## config.mk

```make
export PLATFORM = sky130hd
export DESIGN_NAME = sigmoid_lut_arbiter
export DESIGN_NICKNAME = d
export VERILOG_FILES = /design/src/rtl/sigmoid_lut_arbiter.sv
export SDC_FILE = /design/constraint.sdc
export NUM_CORES = 1
export LEC_CHECK = 0
export CAP_MARGIN = 20
export CORE_MARGIN = 3
export CORE_UTILIZATION = 30
export DETAILED_ROUTE_END_ITERATION = 10
export SLEW_MARGIN = 5
export SYNTH_ARGS = -nofsm -noshare
export SYNTH_HDL_FRONTEND = slang
export SYNTH_SLANG_ARGS = --single-unit
```

## constraint.sdc

```tcl
create_clock -name i_clock -period 7.2 [get_ports i_clock]
set_input_delay 1.44 -clock i_clock [delete_from_list [all_inputs] [get_ports i_clock]]
set_output_delay 1.44 -clock i_clock [all_outputs]
set_load 0.1 [all_outputs]
```

## src/rtl/sigmoid_lut_arbiter.sv

```systemverilog
// sigmoid_lut_arbiter: round-robin sharing of one sigmoid LUT ROM with a credit-limited, tagged response buffer
module sigmoid_lut_arbiter #(
  parameter int NUM_REQ   = 4,
  parameter int IN_W      = 16,
  parameter int ADDR_W    = 10,
  parameter int DATA_W    = 10,
  parameter int SHIFT     = 2,
  parameter int LUT_LAT   = 1,
  parameter int OUT_DEPTH = 2,
  localparam int IDW = (NUM_REQ > 1) ? $clog2(NUM_REQ) : 1
) (
  input  logic                    i_clock,
  input  logic                    i_reset,
  input  logic [NUM_REQ-1:0]      i_req_valid,
  output logic [NUM_REQ-1:0]      o_req_ready,
  input  logic [NUM_REQ*IN_W-1:0] i_req_x,
  output logic                    o_lut_en,
  output logic [ADDR_W-1:0]       o_lut_addr,
  input  logic [DATA_W-1:0]       i_lut_data,
  output logic                    o_rsp_valid,
  input  logic                    i_rsp_ready,
  output logic [DATA_W-1:0]       o_rsp_data,
  output logic [IDW-1:0]          o_rsp_id,
  output logic                    o_busy
);
  localparam int PW = (OUT_DEPTH > 1) ? $clog2(OUT_DEPTH) : 1;
  localparam int CW = $clog2(OUT_DEPTH + 1);
  localparam logic signed [IN_W:0] BIAS = (IN_W+1)'(2 ** (ADDR_W - 1));
  localparam logic signed [IN_W:0] AMAX = (IN_W+1)'(2 ** ADDR_W - 1);
  logic                          r_live;
  logic [IDW-1:0]                r_ptr;
  logic [LUT_LAT-1:0]            r_vld;
  logic [LUT_LAT-1:0][IDW-1:0]   r_ids;
  logic [DATA_W-1:0]             r_data [OUT_DEPTH];
  logic [IDW-1:0]                r_bid  [OUT_DEPTH];
  logic [PW-1:0]                 r_wp, r_rp;
  logic [CW-1:0]                 r_cnt;
  logic                          w_en, w_found, w_gnt, w_ok, w_pop, w_push;
  logic [NUM_REQ-1:0]            w_rot;
  logic [IDW-1:0]                w_gid;
  logic [IN_W-1:0]               w_x;
  logic signed [IN_W:0]          w_t, w_a;
  int                            w_infl;
  // outputs stay quiet while reset is low and for one cycle after release
  assign w_en = i_reset & r_live;
  assign w_rot = NUM_REQ'({i_req_valid, i_req_valid} >> r_ptr);
  always_comb begin
    w_found = 1'b0;
    w_gid = '0;
    for (int k = 0; k < NUM_REQ; k++) begin
      if (!w_found && w_rot[k]) begin
        w_found = 1'b1;
        w_gid = IDW'((int'(r_ptr) + k) % NUM_REQ);
      end
    end
  end
  always_comb begin
    w_x = '0;
    for (int k = 0; k < NUM_REQ; k++) w_x = (w_gid == IDW'(k)) ? i_req_x[k*IN_W +: IN_W] : w_x;
  end
  always_comb begin
    w_infl = 0;
    for (int k = 0; k < LUT_LAT; k++) w_infl = w_infl + int'(r_vld[k]);
  end
  assign w_pop = o_rsp_valid & i_rsp_ready;
  assign w_push = r_vld[LUT_LAT-1];
  assign w_ok = (int'(r_cnt) + w_infl - int'(w_pop)) < OUT_DEPTH;
  assign w_gnt = w_en & w_found & w_ok;
  assign w_t = $signed({w_x[IN_W-1], w_x}) >>> SHIFT;
  assign w_a = w_t + BIAS;
  assign o_req_ready = w_gnt ? (NUM_REQ'(1) << w_gid) : '0;
  assign o_lut_en = w_gnt;
  assign o_lut_addr = !w_gnt ? '0 : w_a[IN_W] ? '0 : (w_a > AMAX) ? '1 : w_a[ADDR_W-1:0];
  assign o_rsp_valid = w_en & (r_cnt != '0);
  assign o_rsp_data = o_rsp_valid ? r_data[r_rp] : '0;
  assign o_rsp_id = o_rsp_valid ? r_bid[r_rp] : '0;
  assign o_busy = w_en & ((|r_vld) | (r_cnt != '0));
  always_ff @(posedge i_clock) begin
    if (!i_reset) begin
      r_live <= 1'b0;
      r_ptr <= '0;
      r_vld <= '0;
      r_ids <= '0;
      r_wp <= '0;
      r_rp <= '0;
      r_cnt <= '0;
    end else begin
      r_live <= 1'b1;
      if (w_gnt) r_ptr <= (w_gid == IDW'(NUM_REQ - 1)) ? '0 : w_gid + IDW'(1);
      r_vld[0] <= w_gnt;
      r_ids[0] <= w_gid;
      for (int i = 1; i < LUT_LAT; i++) begin
        r_vld[i] <= r_vld[i-1];
        r_ids[i] <= r_ids[i-1];
      end
      if (w_push) r_wp <= (r_wp == PW'(OUT_DEPTH - 1)) ? '0 : r_wp + PW'(1);
      if (w_pop) r_rp <= (r_rp == PW'(OUT_DEPTH - 1)) ? '0 : r_rp + PW'(1);
      r_cnt <= r_cnt + CW'(w_push) - CW'(w_pop);
    end
  end
  always_ff @(posedge i_clock) begin
    if (w_push) begin
      r_data[r_wp] <= i_lut_data;
      r_bid[r_wp] <= r_ids[LUT_LAT-1];
    end
  end
endmodule

```

==> results.md <==
* Setup_tns at 0 ps
* Largest family of logic cells by synthesized area: compound AO/OA/AOI/OAI gates
* # fillers at 664
* Cell type with the largest total area after synthesis: edfxtp_1
* Initial Util at 0.314
* DP Area at 0.00359 mm^2
* Row count at 31
* Diode count at 0
* Synth Area in Simple Gates at 0.184
* Final period utilization at 0.951
* Clock share of power at 0.132
* Syn Area/Cell at 9.80 um^2
* GRT overflow at 0
* Top cells by area, synth: edfxtp_1, dfxtp_1, mux2i_1, ha_1, a21oi_1
* RSZ-0062 raised after global routing: no
* Share of layout cells above drive strength 1 at 0.176
* Vias in the first global route at 2168
* Worst-path clk slew at 60 ps
* # setup viols final at 0
* Root buf cell: clkbuf_8
* Fmax at 146 MHz
* Syn. warnings at 0
* Synth Area in XOR/XNOR at 0.00761
* Placed Cells at 431
* Synthesized area at 0.00230 mm^2
* Die area at 0.00876 mm^2
* Final worst path period need at 6850 ps
* Status: finished clean
* Primary FF master, synth: edfxtp_1
* Sw frac at 0.454
* CTS buffer count at 5
* Detailed Route Iter0 Violations at 87
* # Post-CTS Setup Buffers at 0
* VDD IR-drop max at 0.0000965 V
* Worst Clk Skew at 2.57 ps
* Clk_lat worst skew at 270 ps
* Crit path DAT at 5410 ps
* DR top layer: met4
* Compound-gate portion of the synthesized area at 0.223
* Synth top area share at 0.313
* Initial antenna violation count at 0
* Critical path capture point type: output port
* Mapped Nets at 326
* Routed wire length at 6.12 mm
* Ys async rst share at 0
* Commonest cells post-synth: edfxtp_1, a21oi_1, nor2_1
* Register area share after synthesis at 0.409
* Final instance area at 0.00368 mm^2
* Synth unique cells at 57
* HPWL after DPL at 4.97 mm
* Most common cell in the netlist: edfxtp_1
* Int Power at 528 uW
* Layout net count at 431
* Critical path data required time at 5760 ps
* Power per cell area at 262 mW/mm^2
* Total core area at 0.00733 mm^2
* CP Launch Type: primary input
* Slew Limit Fails at 0
* Met3 WL post-DR at 739 um
* Maxcap violations at 0
* Drt drc at 0
* Total track usage at 0.143
* #FFs+latches synth at 35
* Routed wire per std cell at 13.9 um
* PortBufs at 101
* # clock sinks at 35
* CTS tree: built
* Fin. Hold Viols at 0
* Worst-path maximum fanout at 9
* Worst-Margin Slew at 968 ps
* Layout Cells excl Fill at 440
* Total number of vias at 2136
* Deepest clock path buffer count at 2
* Post-Synth Adder-Cell Area at 0.0576
* First-pass GRT wire length at 9.89 mm
* Leakage at 0.00129 uW
* DR pass1 iterations at 4
* Met1 wire length at 2.47 mm
* Die X at 93.6 um
* Sequential share of power at 0.258
* Post-synth EDFFs at 24
* CP Class: primary input to output port
* Max-slew headroom at 0.353
* Die Ht at 93.6 um
* Post-synthesis mux area share at 0.0565
* Largest net degree at the start of global routing at 20
* Met2 WL post-DR at 2.85 mm
* ANT nets after route at 0
* Sw power at 438 uW
* IO Count at 110
* Final core occ at 0.502
* CTS H-tree lvls at 2
* Global placement routability congestion at 0.843
* Vias per std cell at 4.85
* Area Overhead vs Synth at 60.0%
* Worst min path class: register to register
* Post-Synthesis Cells at 235
* Logic gate share of total power at 0.610
critical path, cell delays in order:
cell	delay (ps)
clkdlybuf4s50_1	550
a21boi_0	190
o22ai_1	100
a21oi_1	380
inv_1	120
ha_1	230
or2_1	320
a221o_1	300
o221ai_2	120
inv_1	80
ha_1	220
or4_4	560
a31oi_4	420
a31oi_4	160
buf_12	200
per-stage QoR:
step | hold WS [ps] | setup slack, ps | power, uW
final | 433 | 349 | 966
after CTS | 430 | 300 | 972
after floorplan | 404 | 7.94 | 671
after global placement | 410 | 361 | 839
after detailed placement | 416 | 346 | 841
after global routing | 449 | 27.4 | 1030
sequential cells by signal, summed over array words and instances (netlist names), named ones only:
name	cells
r_rp	1
r_ids	2
r_ptr	2
r_bid	4
r_cnt	2
r_wp	1
r_vld	1
r_data	20
r_live	1
final cells by class:
cell class,count,area [um^2],area share
inverters,15,58.8,0.0160
clock inverters,2,8.76,0.00238
flip-flops and latches,35,941,0.255
repair buffers,110,1200,0.327
well taps,99,124,0.0336
multi-input cells,173,1270,0.346
clock buffers,6,72.6,0.0197
power by group through the flow:
stage	Combinational [uW]	Clock (uW)	Sequential, uW
after detailed placement	587	0	254
after CTS	589	133	250
final	589	128	249
after floorplan	421	0	249
after global placement	586	0	253
after global routing	632	144	252
routing by layer:
metal,global-route usage,up-vias
li1,-,1080
met1,0.164,952
met2,0.242,98
met3,0.0668,6
met4,0.0373,0
met5,0,-
repair_timing:
| item | in CTS | in global routing |
|---|---|---|
| hold buffers | 0 | 0 |
| endpoints found under the setup margin | 0 | 1 |
| resized for setup | 0 | 1 |
cells by family (layout without fill, tap and decap cells):
kind of cell               after synthesis  in the layout
and+or+nand+nor                         77             77
AOI/OAI and AO/OA                       71             71
DFF                                     35             35
buffers and inverters                   27            133
muxes                                   13             13
adders and majority gates               10             10
xor gates and xnor gates                 2              2
layout by cell type, fill, tap and decap left out, types with 3 or more instances in the layout:
cell type / synthesis / routed
nor2b_1: 5 / 5
mux2i_1: 13 / 13
buf_12: 1 / 13
nor2_1: 21 / 19
a31oi_1: 4 / 3
ha_1: 9 / 8
a221o_1: 4 / 4
inv_1: 14 / 14
clkbuf_8: 0 / 5
buf_4: 0 / 11
nand2_1: 17 / 17
dfxtp_1: 11 / 11
edfxtp_1: 24 / 24
o22ai_1: 4 / 4
o211ai_1: 5 / 5
nand3_1: 9 / 9
and2_1: 9 / 9
o21ai_0: 9 / 9
a21oi_1: 22 / 14
a21oi_2: 0 / 8
clkdlybuf4s50_1: 0 / 86
worst paths after layout:
kind / slack [ps] / depth (start not counted) / end / start
max: 350 / 15 / o_lut_addr[6] / i_req_valid[1]
min: 430 / 0 / r_bid[0][1] / r_ids[1]
min reg2reg: 430 / 0 / r_bid[0][1] / r_ids[1]
max reg2reg: 4450 / 12 / r_ptr[0] / r_cnt[1]
Power figures use the tool's default switching activity.
